`config.mk`:
```
export PLATFORM = sky130hd
export DESIGN_NAME = fp32_serial_io
export DESIGN_NICKNAME = d
export VERILOG_FILES = /design/src/rtl/fp32_pkg.sv /design/src/rtl/fp32_bitcnt.sv /design/src/rtl/fp32_serial_io.sv
export SDC_FILE = /design/constraint.sdc
export NUM_CORES = 1
export LEC_CHECK = 0
export CAP_MARGIN = 20
export CORE_MARGIN = 2
export CORE_UTILIZATION = 52
export DETAILED_ROUTE_END_ITERATION = 8
export GPL_TIMING_DRIVEN = 0
export MAX_ROUTING_LAYER = met4
export PLACE_DENSITY = 0.79
export SYNTH_ARGS = -nofsm -noshare
export SYNTH_HDL_FRONTEND = slang
export SYNTH_HIERARCHICAL = 1
export SYNTH_SLANG_ARGS = --single-unit
```
`constraint.sdc`:
```
create_clock -name clk -period 2.6 [get_ports clk]
set_clock_uncertainty 0.05 [all_clocks]
set_input_delay 0.52 -clock clk [delete_from_list [all_inputs] [get_ports clk]]
set_output_delay 0.52 -clock clk [all_outputs]
set_load 0.01 [all_outputs]
```
`src/rtl/fp32_pkg.sv`:
```
// -----------------------------------------------------------------------------
// fp32_pkg
// Shared constants for the serial FP32 adder host interface:
//   - FSM state encodings (IDLE .. HOLD)
//   - FP32_QNAN, the word returned when a computation is aborted
//   - cnt_width(), width of a bit counter able to index a WIDTH-bit word
// -----------------------------------------------------------------------------
package fp32_pkg;

    localparam logic [2:0] IDLE    = 3'd0;
    localparam logic [2:0] SHIFT_A = 3'd1;
    localparam logic [2:0] SHIFT_B = 3'd2;
    localparam logic [2:0] START   = 3'd3;
    localparam logic [2:0] WAIT    = 3'd4;
    localparam logic [2:0] SHIFT_C = 3'd5;
    localparam logic [2:0] HOLD    = 3'd6;

    localparam logic [31:0] FP32_QNAN = 32'h7FC0_0000;

    // One spare bit above clog2 so the counter can represent WIDTH itself.
    function automatic int cnt_width(input int width);
        return $clog2(width) + 1;
    endfunction

endpackage

```
`src/rtl/fp32_bitcnt.sv`:
```
// -----------------------------------------------------------------------------
// fp32_bitcnt
// Clearable up-counter shared by the three serial phases (A, B, result).
// Ports:
//   clk    - clock
//   reset  - asynchronous active-low reset
//   clr    - synchronous clear to 0 (has priority over en)
//   en     - count enable
//   tc     - terminal count: high while the count equals WIDTH-1
// -----------------------------------------------------------------------------
module fp32_bitcnt
    import fp32_pkg::*;
#(
    parameter int WIDTH = 32
) (
    input  logic clk,
    input  logic reset,
    input  logic clr,
    input  logic en,
    output logic tc
);

    localparam int CW = cnt_width(WIDTH);

    logic [CW-1:0] count;

    always_ff @(posedge clk or negedge reset) begin
        if (!reset) begin
            count <= '0;
        end else if (clr) begin
            count <= '0;
        end else if (en) begin
            count <= count + CW'(1);
        end
    end

    assign tc = (count == CW'(WIDTH - 1));

endmodule

```
`src/rtl/fp32_serial_io.sv`:
```
// -----------------------------------------------------------------------------
// fp32_serial_io
// Host front/back end of the serial FP32 adder. Takes an operand pair over a
// valid/ready handshake, shifts A then B MSB-first onto inpab with lda/ldb
// strobes, pulses start, waits for done, shifts the result in from out_c while
// driving shc, and presents the word on res with a res_valid/res_ready
// handshake.
// Ports:
//   clk, reset             - clock, asynchronous active-low reset
//   in_valid/in_ready      - operand handshake; in_a, in_b operands
//   inpab, lda, ldb        - serial operand bit and A/B shift enables
//   start, done            - controller start pulse and completion pulse
//   shc, out_c             - result register shift enable and serial bit
//   res_valid/res_ready    - result handshake; res result word
//   busy                   - high in every state except IDLE
//   err                    - watchdog abort flag
// Optional build macro FP_IO_TIMEOUT_EN: enables a watchdog in WAIT that
// aborts after TIMEOUT cycles without done, returning FP32_QNAN with err=1.
// Without it err is tied low and WAIT waits indefinitely.
// All outputs are flops; each is loaded with the value matching the state
// being entered, so nothing reaches an output combinationally.
// -----------------------------------------------------------------------------
module fp32_serial_io
    import fp32_pkg::*;
#(
    parameter int WIDTH   = 32,
    parameter int TIMEOUT = 1023
) (
    input  logic             clk,
    input  logic             reset,
    input  logic             in_valid,
    output logic             in_ready,
    input  logic [WIDTH-1:0] in_a,
    input  logic [WIDTH-1:0] in_b,
    output logic             inpab,
    output logic             lda,
    output logic             ldb,
    output logic             start,
    input  logic             done,
    output logic             shc,
    input  logic             out_c,
    output logic             res_valid,
    input  logic             res_ready,
    output logic [WIDTH-1:0] res,
    output logic             busy,
    output logic             err
);

    logic [2:0]       state;
    logic [WIDTH-1:0] a_sr;
    logic [WIDTH-1:0] b_sr;
    logic [WIDTH-1:0] res_sr;

    logic accept;
    logic done_take;
    logic cnt_en;
    logic cnt_clr;
    logic cnt_tc;

    assign accept    = (state == IDLE) && in_valid;
    assign done_take = (state == WAIT) && done;
    assign cnt_en    = (state == SHIFT_A) || (state == SHIFT_B) || (state == SHIFT_C);
    assign cnt_clr   = accept || done_take || (cnt_en && cnt_tc);

    fp32_bitcnt #(
        .WIDTH (WIDTH)
    ) u_bitcnt (
        .clk   (clk),
        .reset (reset),
        .clr   (cnt_clr),
        .en    (cnt_en),
        .tc    (cnt_tc)
    );

`ifdef FP_IO_TIMEOUT_EN
    localparam int WDW = $clog2(TIMEOUT + 1);

    logic [WDW-1:0] wd;
    logic           timeout_hit;
    logic           err_flag;

    // Counts cycles spent in WAIT; held at zero everywhere else.
    always_ff @(posedge clk or negedge reset) begin
        if (!reset) begin
            wd <= '0;
        end else if (state != WAIT) begin
            wd <= '0;
        end else begin
            wd <= wd + WDW'(1);
        end
    end

    assign timeout_hit = (state == WAIT) && (wd == WDW'(TIMEOUT - 1));
    assign err         = err_flag;
`else
    localparam int timeout_unused = TIMEOUT;
    assign err = 1'b0;
`endif

    always_ff @(posedge clk or negedge reset) begin
        if (!reset) begin
            state     <= IDLE;
            in_ready  <= 1'b1;
            busy      <= 1'b0;
            inpab     <= 1'b0;
            lda       <= 1'b0;
            ldb       <= 1'b0;
            start     <= 1'b0;
            shc       <= 1'b0;
            res_valid <= 1'b0;
            res       <= '0;
            res_sr    <= '0;
            a_sr      <= '0;
            b_sr      <= '0;
`ifdef FP_IO_TIMEOUT_EN
            err_flag  <= 1'b0;
`endif
        end else begin
            case (state)
                IDLE: begin
                    if (in_valid) begin
                        // The MSB goes straight to inpab; the latches keep the
                        // remaining bits left-justified for the following cycles.
                        a_sr     <= {in_a[WIDTH-2:0], 1'b0};
                        b_sr     <= in_b;
                        inpab    <= in_a[WIDTH-1];
                        lda      <= 1'b1;
                        in_ready <= 1'b0;
                        busy     <= 1'b1;
                        state    <= SHIFT_A;
                    end
                end
                SHIFT_A: begin
                    if (cnt_tc) begin
                        inpab <= b_sr[WIDTH-1];
                        b_sr  <= {b_sr[WIDTH-2:0], 1'b0};
                        lda   <= 1'b0;
                        ldb   <= 1'b1;
                        state <= SHIFT_B;
                    end else begin
                        inpab <= a_sr[WIDTH-1];
                        a_sr  <= {a_sr[WIDTH-2:0], 1'b0};
                    end
                end
                SHIFT_B: begin
                    if (cnt_tc) begin
                        inpab <= 1'b0;
                        ldb   <= 1'b0;
                        start <= 1'b1;
                        state <= START;
                    end else begin
                        inpab <= b_sr[WIDTH-1];
                        b_sr  <= {b_sr[WIDTH-2:0], 1'b0};
                    end
                end
                START: begin
                    // done is not examined here, so a done coincident with
                    // start is dropped.
                    start <= 1'b0;
                    state <= WAIT;
                end
                WAIT: begin
                    if (done) begin
                        shc   <= 1'b1;
                        state <= SHIFT_C;
                    end
`ifdef FP_IO_TIMEOUT_EN
                    else if (timeout_hit) begin
                        res       <= WIDTH'(FP32_QNAN);
                        res_valid <= 1'b1;
                        err_flag  <= 1'b1;
                        state     <= HOLD;
                    end
`endif
                end
                SHIFT_C: begin
                    // out_c is the result register MSB, so the first sample
                    // ends up at bit WIDTH-1 after WIDTH left shifts.
                    res_sr <= {res_sr[WIDTH-2:0], out_c};
                    if (cnt_tc) begin
                        res       <= {res_sr[WIDTH-2:0], out_c};
                        shc       <= 1'b0;
                        res_valid <= 1'b1;
                        state     <= HOLD;
                    end
                end
                HOLD: begin
                    if (res_ready) begin
                        res_valid <= 1'b0;
                        busy      <= 1'b0;
                        in_ready  <= 1'b1;
`ifdef FP_IO_TIMEOUT_EN
                        err_flag  <= 1'b0;
`endif
                        state     <= IDLE;
                    end
                end
                default: begin
                    state     <= IDLE;
                    in_ready  <= 1'b1;
                    busy      <= 1'b0;
                    inpab     <= 1'b0;
                    lda       <= 1'b0;
                    ldb       <= 1'b0;
                    start     <= 1'b0;
                    shc       <= 1'b0;
                    res_valid <= 1'b0;
                end
            endcase
        end
    end

endmodule

```
==> results_dict.tcl <==
set metrics [dict create \
    status "finished clean" \
    end_kind "register" \
    cpLargestDelayFamily "compound AO/OA/AOI/OAI gates" \
    ant_nets 0 \
    pin_count 111 \
    root_buffer "clkbuf_16" \
    dp_cells 772 \
    numCtsBuffers 17 \
    cp_slowest_stage_delay_ps 490 \
    relSlewSlack 0.569 \
    ys_warn_count 6 \
    die-area_mm2 0.0127 \
    syn_avg_cell_area_um2 11.8 \
    final_common_cell "dfrtp_1" \
    hold_path.class "register to register" \
    synth_fp_nets 590 \
    cp.required_ps 2890 \
    p_per_area_mw_per_mm2 962 \
    crit_top_cell "buf_2" \
    cts_setup_buffers 0 \
    setup_viol 0 \
    whs_ps 420 \
    grt_pass1_vias 4532 \
    critPathBufInv 2 \
    clock_latency_ps 420 \
    final_cell_mix "142 x dfrtp_1, 108 x clkdlybuf4s50_1, 62 x mux2_2, 62 x mux2i_1" \
    post-route-drc-count 0 \
    synth_seq_cells 143 \
    cp_cell_sequence "ha_1 > nor3b_1 > buf_2 > nor2b_1 > a2111oi_4 > buf_2 > nor2_1 > a21oi_1" \
    synth_ff_type "dfrtp_1" \
    cts_tree "done" \
    stdcell_count 804 \
    via_count 4337 \
    cap_violations 0 \
    syn-instance-count 519 \
    ir_drop_v 0.000599 \
    syn_area_mm2 0.00614 \
    grt_pass1_wl_um 21600 \
    clk_pin_slew_worst_paths_ps 60 \
    grt_usage 0.221 \
    clock_path_buffers 2 \
    crit_arrival_ps 2640 \
    die_h_um 113 \
    gr-total-overflow 0 \
    cp-start-kind "register" \
    die_width_um 113 \
    cp_slowest_cell "a2111oi_4" \
    criticalPathCategory "register to register" \
    timing.fmax_ghz 0.424 \
    num-fill-cells 857 \
    period_share 0.906 \
    final-max-slew-violation-count 0 \
    ys_seq_area_frac 0.583 \
    n_antenna_cell 0 \
    place.gp.congestion 0.836 \
    grt_max_degree 100 \
    wl_um 12600 \
    first_iter_violations 226 \
    core_mm2 0.0115 \
    dp_hpwl_um 8770 \
    ys_types 40 \
    start_util 0.536 \
    syn_to_final_growth_pct 31.1 \
    fp-row-count 39 \
    firstDrtPassIters 4 \
    drive_gt1_frac 0.179 \
    viasPerCell 5.39 \
    layout.nets 720 \
    tightest_slew_ps 639 \
    numPortBuffers 109 \
    finalWorstPathRequiredPeriod_ps 2360 \
    hold_viol_final 0 \
    worstPathMaxFanout 10 \
    synthArstFlopShare 1.00 \
    htree_levels 4 \
    synth-edff-count 0 \
    numClockSinks 143 \
    wl_per_cell_um 15.7 \
    antenna_found_initial 0 \
    cellLeakagePower_uw 0.00382 \
    rsz0062_at_grt "false" \
]
[worst min-delay path, cell delays in order, from the launching register on]
cell and delay, ps:
dfstp_2 370, inv_1 40, a21oi_1 50
[Yosys cell counts (all sizes together), types with 2 or more instances]
cell type / n / area, um2
dfrtp: 142 / 3550
mux2: 63 / 709
mux2i: 62 / 621
o21ai: 46 / 230
nor2: 44 / 165
nand2: 42 / 158
a21oi: 39 / 199
buf: 20 / 100
clkbuf: 14 / 52.6
nand2b: 6 / 37.5
nor2b: 6 / 37.5
inv: 4 / 15.0
xor2: 3 / 26.3
a31oi: 2 / 12.5
nand3: 2 / 10.0
nand3b: 2 / 15.0
nand4: 2 / 12.5
o211ai: 2 / 15.0
or2: 2 / 12.5
[kinds of logic after synthesis]
kind of cell / Yosys count / synth area share
flops: 143 / 0.583
mux: 125 / 0.216
simple gates: 110 / 0.0770
compound gates: 97 / 0.0884
buf+inv: 38 / 0.0273
xor+xnor: 4 / 0.00570
fa+ha+maj: 1 / 0.00204
other cells: 1 / 0.000610
[layer usage]
metal  vias to the layer above  wire (um)  track usage
met3                        20        496       0.0493
met5                         -          0            -
met4                         0        185       0.0854
li1                       2064          -            -
met1                      2171       5360        0.269
met2                        82       6570        0.363
[where the power goes]
| part | leakage, uW | switching (uW) | internal [uW] | total [uW] |
|---|---|---|---|---|
| Sequential | 0.00179 | 314 | 2770 | 3090 |
| Clock | 0.000295 | 889 | 1550 | 2440 |
| Combinational | 0.00174 | 1210 | 1020 | 2220 |
| Total | 0.00382 | 2410 | 5340 | 7740 |
[flip-flops by register name (all words and copies together), names as in the netlist]
signal          flops
busy                1
in_ready            1
a_sr               31
lda                 1
ldb                 1
shc                 1
b_sr               32
res                32
res_sr             31
state               3
u_bitcnt/count      6
start               1
res_valid           1
inpab               1
[worst paths after layout]
kind	depth (start not counted)	slack, ps	to	startpoint
worst max register to register	8	240	b_sr[19]	u_bitcnt/count[0]
worst max-delay path	8	240	b_sr[19]	u_bitcnt/count[0]
max in group asynchronous	3	1140	in_ready	reset
worst min register to register	2	420	in_ready	in_ready
worst min-delay path	2	420	in_ready	in_ready
min in group asynchronous	2	550	b_sr[14]	reset
[timing repair]
action	4_1_cts	5_1_grt
resized for setup	0	6
endpoints found under the hold margin	44	0
endpoints found under the setup margin	0	30
hold buffers	1	0
[through the flow]
| stage | setup TNS (ps) | cell area, um2 | setup WS (ps) | util | power [uW] |
|---|---|---|---|---|---|
| final | 0 | 8050 | 244 | 0.702 | 7740 |
| after global routing | 0 | 8050 | 30.5 | 0.702 | 8240 |
| after CTS | 0 | 8050 | 44.0 | 0.702 | 7820 |
| after detailed placement | 0 | 7440 | 68.3 | 0.649 | 5360 |
| after global placement | -636780 | 7410 | -4480 | 0.647 | 5200 |
| after floorplan | 0 | 6140 | 507 | - | 4690 |
[layout make-up]
cell class / count / area, um2 / area share
buffer: 34 / 156 / 0.0194
clock buffer: 20 / 457 / 0.0567
clock inverter: 11 / 140 / 0.0174
inverter: 4 / 15.0 / 0.00186
multi-input combinational: 338 / 2400 / 0.298
sequential: 143 / 3580 / 0.444
tap: 143 / 179 / 0.0222
timing repair buffer: 111 / 1130 / 0.140
No activity file was read; power rests on OpenSTA's default activity.
